[src/rtl/div_iter_seq.sv]
// rtl/div_iter_seq.sv - restoring unsigned divider, one quotient bit per clock
// Valid/ready on both sides; a zero divisor bypasses CALC and reports div_zero.
module div_iter_seq #(
  parameter int size = 4
) (
  input  logic            clk,
  input  logic            rst,
  input  logic            in_valid,
  output logic            in_ready,
  input  logic [size-1:0] div_a,
  input  logic [size-1:0] div_b,
  output logic            out_valid,
  input  logic            out_ready,
  output logic [size-1:0] quotient,
  output logic [size-1:0] remainder,
  output logic            div_zero
);

  localparam int CW = (size > 1) ? $clog2(size) : 1;

  typedef enum logic [1:0] {S_IDLE, S_CALC, S_DONE} state_t;

  state_t          r_state;
  state_t          w_next;
  logic [CW-1:0]   r_cnt;
  logic [size-1:0] r_dividend;
  logic [size-1:0] r_divisor;
  logic [size-1:0] r_rem;
  logic [size:0]   w_trial;
  logic            w_ge;
  logic [size-1:0] w_diff;
  logic [size-1:0] w_rem_next;
  logic [size-1:0] w_shift;

  // The trial value is size+1 bits so the compare never overflows; the
  // difference itself always fits in size bits because it is below the divisor.
  assign w_trial    = {r_rem, r_dividend[size-1]};
  assign w_ge       = (w_trial >= {1'b0, r_divisor});
  assign w_diff     = w_trial[size-1:0] - r_divisor;
  assign w_rem_next = w_ge ? w_diff : w_trial[size-1:0];
  // Quotient bits enter the dividend register as its MSBs leave.
  assign w_shift    = {r_dividend[size-2:0], w_ge};

  always_ff @(posedge clk) begin
    if (rst) r_state <= S_IDLE;
    else     r_state <= w_next;
  end

  always_comb begin
    w_next = r_state;
    case (r_state)
      S_IDLE: if (in_valid) w_next = (div_b != '0) ? S_CALC : S_DONE;
      S_CALC: if (r_cnt == '0) w_next = S_DONE;
      S_DONE: if (out_ready) w_next = S_IDLE;
      default: w_next = S_IDLE;
    endcase
  end

  always_comb begin
    in_ready  = (r_state == S_IDLE);
    out_valid = (r_state == S_DONE);
  end

  always_ff @(posedge clk) begin
    if (rst) begin
      r_cnt      <= '0;
      r_dividend <= '0;
      r_divisor  <= '0;
      r_rem      <= '0;
      quotient   <= '0;
      remainder  <= '0;
      div_zero   <= 1'b0;
    end else begin
      case (r_state)
        S_IDLE: begin
          if (in_valid) begin
            if (div_b != '0) begin
              r_dividend <= div_a;
              r_divisor  <= div_b;
              r_rem      <= '0;
              r_cnt      <= CW'(size - 1);
            end else begin
              quotient  <= '1;
              remainder <= div_a;
              div_zero  <= 1'b1;
            end
          end
        end
        S_CALC: begin
          r_dividend <= w_shift;
          r_rem      <= w_rem_next;
          if (r_cnt == '0) begin
            quotient  <= w_shift;
            remainder <= w_rem_next;
            div_zero  <= 1'b0;
          end else begin
            r_cnt <= r_cnt - CW'(1);
          end
        end
        default: ;
      endcase
    end
  end

endmodule

[config.mk]
export PLATFORM = sky130hd
export DESIGN_NAME = div_iter_seq
export DESIGN_NICKNAME = d
export VERILOG_FILES = /design/src/rtl/div_iter_seq.sv
export SDC_FILE = /design/constraint.sdc
export NUM_CORES = 1
export LEC_CHECK = 0
export CAP_MARGIN = 20
export CELL_PAD_IN_SITES_DETAIL_PLACEMENT = 0
export CELL_PAD_IN_SITES_GLOBAL_PLACEMENT = 1
export CORE_MARGIN = 2
export CORE_UTILIZATION = 39
export DETAILED_ROUTE_END_ITERATION = 10
export HOLD_SLACK_MARGIN = 0.08
export PLACE_DENSITY_LB_ADDON = 0.1
export SLEW_MARGIN = 20
export SYNTH_ARGS = -nofsm -noshare
export SYNTH_HDL_FRONTEND = slang
export SYNTH_SLANG_ARGS = --single-unit
[constraint.sdc]
create_clock -name clk -period 2.2 [get_ports clk]
set_clock_uncertainty 0.2 [all_clocks]
set_input_delay 0.33 -clock clk [delete_from_list [all_inputs] [get_ports clk]]
set_output_delay 0.33 -clock clk [all_outputs]
set_load 0.01 [all_outputs]
### After elaboration in Yosys (flattened, before gate mapping)

Cells that the tools add are included.

* bits in registers: 25
* output and inout port bits: 11
* word-level logic and storage cells: 56
* input bits: 12

* add/subtract/negate cells: 2
* multiplexer cells: 28
* order comparisons: 1
* equality and inequality tests: 8
* reduce and logical (&&, ||, !) cells: 9

Operators with widths (count)
* 4-bit two-way mux: 11
* 4-bit one-hot mux with 2 select lines: 4
* 2-bit two-way mux: 7
* 3-bit AND reduction: 3
* 2-bit inequality test (second input constant): 4
* 4-bit AND reduction: 2
* 2-bit one-hot mux with 3 select lines: 1
* 5-bit by 4-bit >= comparator with 1-bit output: 1
* 2-bit zero test: 2
* 2-bit by 1-bit inequality test with 1-bit output (second input constant): 2
* 2-bit one-hot mux with 2 select lines: 1
* 4-bit nonzero test: 1
* 4-bit subtractor: 1
* 1-bit two-way mux: 3
* 2-bit by 1-bit == test with 1-bit output (second input constant): 1
* 2-bit == test (second input constant): 1
* 1-bit one-hot mux with 2 select lines: 1
* 2-bit nonzero test: 1
* 2-bit by 1-bit subtractor with 2-bit output (second input constant): 1

### Depth between registers and ports, before layout

Gate-level depths: netlist (run 1).

* word-level depth: 4
* mapped depth: 7
* mapped depth without buffers: 7

### Worst setup path after synthesis (run 1)

OpenSTA, ideal clock, no wires.

* path kind: reg2reg
* start: register r_divisor[1]
* end: register remainder[3]
* data required time: 1.909 ns
* path buffers: 0
* cell stages (with the launch flop): 8
* arrival time: 1.564 ns
* clock period less this slack: 1.855 ns
* setup time: 0.091 ns
* setup slack: 0.345 ns
* cell sequence: dfxtp_1 inv_1 ha_1 inv_1 o31a_1 nor4b_1 a21oi_1 a311oi_1

* longest elaborated chain between the ends: 4
* elaborated cells on any way between the ends: 5
* classes of those cells: add/sub (1); order compare (1); mux (3)

Ends and longest elaborated chain
* start, declared: RTL line 27 `logic [size-1:0] r_divisor;`
* start signal, assigned: RTL line 79 `r_divisor <= div_b;`
* 4-bit subtractor / 5-bit by 4-bit >= comparator with 1-bit output (equally long branches): RTL line 39, 38
* 4-bit two-way mux (*): RTL line 40 `assign w_rem_next = w_ge ? w_diff : w_trial[size-1:0];`
* 4-bit two-way mux (*): RTL line 92 `if (r_cnt == '0) begin`
* 4-bit one-hot mux with 2 select lines (*): RTL line 74 `case (r_state)`
* end signal, assigned: RTL line 84 `remainder <= div_a;`
* end signal, assigned: RTL line 94 `remainder <= w_rem_next;`
* end, declared: RTL line 15 `output logic [size-1:0] remainder,`

Mark *: on every way between the ends. The rest lies on a longest branch, timed or not. The select of a mux whose other input is x is not followed.
A chain may end at the register's enable or synchronous reset.

### Worst setup path in the final report (run 1)

* start: register r_state[1]
* end: output out_valid

* longest elaborated chain between the ends: 1

Ends and longest elaborated chain
* start, declared: RTL line 23 `state_t r_state;`
* start signal, assigned: RTL line 46 `else r_state <= w_next;`
* 2-bit == test: RTL line 61 `out_valid = (r_state == S_DONE);`
* end, declared: RTL line 12 `output logic out_valid,`

Every way passes these cells.

==> impl_metrics.py, run 1 <==
metrics = {
    "status": {
        "outcome": "finished, final reports clean",
    },
    "drt": {
        "drt-initial-drc-count": 53,
        "drcViolationCount": 0,
        "via_count": 1151,
        "drtAntennaViolNets": 0,
        "via_per_inst": 5.16,
        "drt_first_pass_iters": 4,
        "drt-total-wl_um": 2950,
        "wl_per_cell_um": 13.2,
    },
    "setup_path": {
        "r2r_slack_ns": 0.14,
        "crit_type": "flop to output port",
        "critPathLaunch": "r_state[1]",
        "required_ns": 1.67,
        "start_kind": "flop",
        "rr_startpoint": "r_dividend[3]",
        "timing.rr.end": "r_rem[3]",
        "endpoint": "out_valid",
        "critPathCaptureType": "output port",
        "path_max_fanout": 9,
        "r2r_cells": 7,
        "cp.arrival_ns": 1.54,
    },
    "job": {
        "cap_viol_max_count": 0,
    },
    "synth": {
        "ys_ff_latch": 25,
        "synth_top_family_by_area": "simple AND/OR/NAND/NOR gates",
        "yosys.area_share.simple_pct": 25.2,
        "synth_warnings": 0,
        "post_synth.cell_area_avg_um2": 8.73,
        "yosysSeqAreaShare_pct": 37.0,
        "synth_nets": 173,
        "ys_types": 41,
        "synthMuxAreaShare_pct": 5.92,
        "synthAdderAreaFrac_pct": 6.11,
        "synth_xor_area_share_pct": 0.648,
        "synth_area_um2": 1350,
        "synth-compound-area-share_pct": 18.7,
        "syn-instance-count": 155,
    },
    "power": {
        "p_int_w": 0.000774,
        "power_leakage_nw": 0.630,
        "power_density_nw_per_um2": 705,
        "p_seq_share_pct": 46.5,
        "peakVddDrop_v": 0.000363,
        "clkPwrFrac_pct": 17.4,
        "swShare_pct": 34.1,
        "power.switching_w": 0.000400,
        "combPwrFrac_pct": 36.1,
        "finalPower_w": 0.00117,
    },
    "floorplanning": {
        "die_w_um": 62.9,
        "row_count": 21,
        "io_pins": 23,
        "start_util_pct": 40.5,
        "coreArea_um2": 3340,
        "die_area_um2": 3960,
        "dieHeight_um": 62.9,
    },
    "placed_design": {
        "io_buffers": 22,
        "dp_hpwl_um": 2210,
        "place_ws_ns": -0.000434,
        "place_congestion": 0.742,
        "post_dp_cell_area_um2": 1630,
    },
    "grt": {
        "grt_pass1_wl_um": 5040,
        "grt.total_usage_pct": 15.8,
        "antenna_found_initial": 0,
        "grt_pass1_vias": 1094,
        "grt_max_degree": 26,
        "grt-ovfl-total": 0,
    },
    "layout": {
        "postLayoutCoreUtil_pct": 49.9,
        "fin_area_um2": 1670,
        "final_layout_size_suffix_gt1_share_pct": 13.0,
        "antenna_cells": 0,
        "area_delta_synth_final_pct": 23.1,
        "nNetsFinal": 196,
    },
    "clocking": {
        "numCtsBuffers": 3,
        "post_cts_resized": 0,
        "clk_pin_slew_ns": 0.13,
        "cts_tree": "yes",
        "cts.hold.buffers_added": 0,
        "clk_root_buffer_cell": "clkbuf_4",
        "post_cts_buffers": 0,
        "cts_sinks": 25,
        "clockBufferDepth": 2,
        "htree_levels": 1,
        "clock_latency_ns": 0.31,
    },
    "sta": {
        "setup_viol": 0,
        "final_hold_viol_count": 0,
        "slew_viol_final": 0,
        "relSlewSlack_pct": 63.1,
        "finalCritPeriodShare_pct": 94.1,
        "layout_min_cycle_time_ns": 2.07,
        "max_freq_mhz": 483,
        "worstMarginPinSlew_ns": 0.551,
        "setup_ws_ns": 0.130,
    },
    "worst_hold_path": {
        "hp-start": "r_cnt[0]",
        "hp-class": "flop to flop",
    },
}
[cell usage after synthesis]
library cell  instances  area, um^2
o21a_1                1        7.51
buf_2                 4        20.0
nor4b_1               1        8.76
nor2_4                1        11.3
nor3b_2               1        12.5
clkbuf_1              2        7.51
o21ai_0               4        20.0
nand4_1               1        6.26
a211oi_2              2        25.0
mux2i_1               8        80.1
inv_1                12        45.0
ha_1                  5        62.6
a21oi_1               8        40.0
a21oi_4               1        16.3
nor2b_1               3        18.8
nand2_1              11        41.3
xor2_1                1        8.76
nor4_4                1        21.3
nor4_1                1        6.26
buf_1                 1        3.75
fa_1                  1        20.0
a21boi_1              1        7.51
nor3_2                4        40.0
nand2b_1              1        6.26
nor2_2                2        12.5
nand3b_2              1        11.3
o211ai_1              1        7.51
nor2_1               24        90.1
nand3_1               4        20.0
o31a_1                1        8.76
a211oi_1              6        45.0
or3b_4                1        11.3
nor3_1                2        10.0
and2_1                1        6.26
a31oi_1               2        12.5
o211a_1               1        10.0
or3_1                 1        6.26
a311oi_1              5        43.8
a21oi_2               1        8.76
buf_6                 1        11.3
dfxtp_1              25         500
[per-stage QoR]
step	TNS [ns]	hold slack [ns]	instances
floorplan	0	0.237	155
global placement	0	0.250	219
detailed placement	-0.000434	0.267	219
CTS	0	0.289	223
global route	-0.0383	0.309	223
finish	0	0.282	223
[critical path: stages (launching register included)]
cell             delay, ns
dfxtp_2               0.46
nor2b_1               0.21
clkdlybuf4s50_1       0.56
[flip-flops by register name, summed over array words and instances, names as in the netlist]
register	cells
r_dividend	4
r_divisor	4
div_zero	1
r_state	2
r_rem	4
remainder	4
r_cnt	2
quotient	4
[metal layers]
layer / routed length [um] / global-route usage (%) / share of wire (%) / vias to the layer above
li1: - / - / - / 589
met1: 1510 / 21.8 / 51 / 542
met2: 1340 / 25.4 / 46 / 18
met3: 78 / 3.96 / 2.6 / 2
met4: 18 / 2.50 / 0.61 / 0
met5: 0 / 0 / 0 / -
[cell usage in the layout, fill, tap and decap left out, types with 3 or more instances in the layout]
cell type / n
a311oi_1: 5
a211oi_1: 6
dfxtp_1: 24
clkdlybuf4s50_1: 22
buf_4: 3
o21ai_0: 4
clkbuf_4: 3
nor2_1: 24
nor3_2: 4
a21oi_1: 8
nand2_1: 11
nor2b_1: 3
nand3_1: 4
mux2i_1: 8
ha_1: 5
inv_1: 12
[how the worst min path moves through the flow]
stage                     endpoint  slack, ns  depth (start not counted)
after floorplan           r_cnt[0]       0.24                          1
after global placement    r_cnt[0]       0.25                          1
after detailed placement  r_cnt[0]       0.27                          1
after CTS                 r_cnt[0]       0.29                          1
after global routing      r_cnt[0]       0.31                          1
final                     r_cnt[0]       0.28                          1
[power groups by stage]
stage                     logic (W)  registers [W]  clock network (W)
after floorplan            0.000288       0.000548                  0
after global placement     0.000410       0.000555                  0
after detailed placement   0.000417       0.000556                  0
after CTS                  0.000420       0.000546           0.000214
after global routing       0.000474       0.000554           0.000236
final                      0.000424       0.000546           0.000205
[kinds of logic after synthesis]
logic type	after synthesis
compound gates	34
xor+xnor	1
fa+ha+maj	6
buf+inv	20
flops	25
mux	8
simple gates	61
[area by class of cell]
| type | count | area [um^2] |
|---|---|---|
| Tap cell | 46 | 57.6 |
| Clock buffer | 4 | 26.3 |
| Multi-Input combinational cell | 110 | 772 |
| Sequential cell | 25 | 502 |
| Inverter | 12 | 45.0 |
| Fill cell | 339 | 1670 |
| Timing Repair Buffer | 26 | 263 |
No activity file was read; power rests on OpenSTA's default activity.
==> run 2: changes to the inputs <==
Settings changed: PLACE_DENSITY_LB_ADDON 0.1 to 0.15.
==> run 2 against run 1 <==
  * Non-clock buffer count up 1
  * Global-route usage is 0.28 points higher
  * Largest power group unchanged
  * Cell count increased by 0.45%
  * Sequential power barely moved
  * Routed wire length up 1.5%
  * Core utilization fell by 0.15 points
  * Clock power rose by 6%
  * Via count shrank 1.9%
  * First-iteration DRC count is 21% lower
==> impl_metrics.py, run 2 (synthesis results as in run 1) <==
metrics = {
    "job": {
        "cap_viol_max_count": 0,
    },
    "clocking": {
        "clock_latency_ns": 0.33,
        "cts_sinks": 25,
        "clk_root_buffer_cell": "clkbuf_4",
        "cts.hold.buffers_added": 0,
        "clk_pin_slew_ns": 0.14,
        "numCtsBuffers": 3,
        "clockBufferDepth": 2,
        "post_cts_buffers": 0,
        "htree_levels": 1,
        "cts_tree": "yes",
    },
    "layout": {
        "area_delta_synth_final_pct": 22.8,
        "postLayoutCoreUtil_pct": 49.8,
        "antenna_cells": 0,
        "final_cell_mix": "nor2_1 (24), dfxtp_1 (24), clkdlybuf4s50_1 (22), inv_1 (12), nand2_1 (11)",
        "fin_area_um2": 1660,
        "final_layout_size_suffix_gt1_share_pct": 14.6,
        "nNetsFinal": 197,
    },
    "setup_path": {
        "rr_startpoint": "r_dividend[3]",
        "cp.arrival_ns": 1.55,
        "start_kind": "flop",
        "required_ns": 1.67,
        "critPathCaptureType": "output port",
        "crit_type": "flop to output port",
        "path_max_fanout": 9,
        "critPathLaunch": "r_state[1]",
    },
    "worst_hold_path": {
        "hp-start": "r_cnt[0]",
        "hp-class": "flop to flop",
    },
    "floorplanning": {
        "die_w_um": 62.9,
        "io_pins": 23,
        "start_util_pct": 40.5,
        "row_count": 21,
        "coreArea_um2": 3340,
        "die_area_um2": 3960,
        "dieHeight_um": 62.9,
    },
    "sta": {
        "setup_viol": 0,
        "rsz0062_at_grt": "no",
        "worstMarginPinSlew_ns": 0.571,
        "relSlewSlack_pct": 61.8,
        "slew_viol_final": 0,
        "max_freq_mhz": 481,
        "layout_min_cycle_time_ns": 2.08,
        "setup_ws_ns": 0.119,
        "final_hold_viol_count": 0,
        "finalCritPeriodShare_pct": 94.6,
    },
    "grt": {
        "antenna_found_initial": 0,
        "grt_pass1_wl_um": 5090,
        "grt-ovfl-total": 0,
        "grt_pass1_vias": 1106,
        "grt.total_usage_pct": 16.1,
        "grt_max_degree": 26,
    },
    "power": {
        "peakVddDrop_v": 0.000275,
        "power_leakage_nw": 0.635,
        "power_density_nw_per_um2": 712,
        "finalPower_w": 0.00118,
    },
    "drt": {
        "drcViolationCount": 0,
        "drt-total-wl_um": 2990,
        "via_count": 1129,
        "via_per_inst": 5.04,
        "wl_per_cell_um": 13.4,
        "drtAntennaViolNets": 0,
        "drt-initial-drc-count": 42,
        "drt_first_pass_iters": 4,
    },
    "placed_design": {
        "place_ws_ns": -0.0877,
        "io_buffers": 22,
        "post_dp_cell_area_um2": 1630,
        "place_congestion": 0.797,
        "dp_hpwl_um": 2320,
    },
    "status": {
        "outcome": "finished, final reports clean",
    },
}
-- run 2: timing repair --
action / in CTS / in global routing
gates cloned: 0 / 0
setup endpoints to repair: 1 / 1
gates resized for setup: 1 / 1
-- run 2: worst paths after layout --
| check | endpoint | slack, ns | cells past startpoint |
|---|---|---|---|
| min | r_cnt[0] | 0.28 | 1 |
| max | out_valid | 0.12 | 2 |
| max reg2reg | r_rem[3] | 0.14 | 7 |
| min reg2reg | r_cnt[0] | 0.28 | 1 |
-- run 2: power by group --
group          switching [W]  internal (W)  leakage [nW]
logic               0.000222      0.000196         0.411
clock network       0.000149     0.0000685        0.0177
registers          0.0000421      0.000504         0.206
-- run 2: cell type report --
type | instances | area [um^2]
clock buffers | 3 | 22.5
clock inverters | 1 | 5.00
fillers | 353 | 1680
inverters | 12 | 45.0
multi-input cells | 110 | 771
flip-flops and latches | 25 | 502
well taps | 46 | 57.6
repair buffers | 27 | 258
-- run 2: critical path, cell delays in order, from the launching register on --
cell,delay [ns]
dfxtp_2,0.46
nor2b_1,0.20
clkdlybuf4s50_1,0.56
-- run 2: through the flow --
step                      hold WS (ns)  TNS [ns]  instances
after detailed placement         0.261    -0.376        220
after floorplan                  0.237         0        155
after global routing             0.324         0        224
final                            0.281         0        224
after global placement           0.252   -0.0511        220
after CTS                        0.286         0        224
-- run 2: metal layers --
metal | up-vias | routed length, um | GRT usage [%]
li1 | 586 | - | -
met1 | 515 | 1450 | 20.3
met2 | 23 | 1360 | 27.1
met3 | 5 | 121 | 3.24
met4 | 0 | 53 | 5.83
met5 | - | 0 | 0
==> run 3: changes to the inputs <==
Settings changed: CTS_CLUSTER_DIAMETER from default to 30.
==> results of run 3 <==
Same layout as run 2: the final DEF is identical, and so are final timing and power.
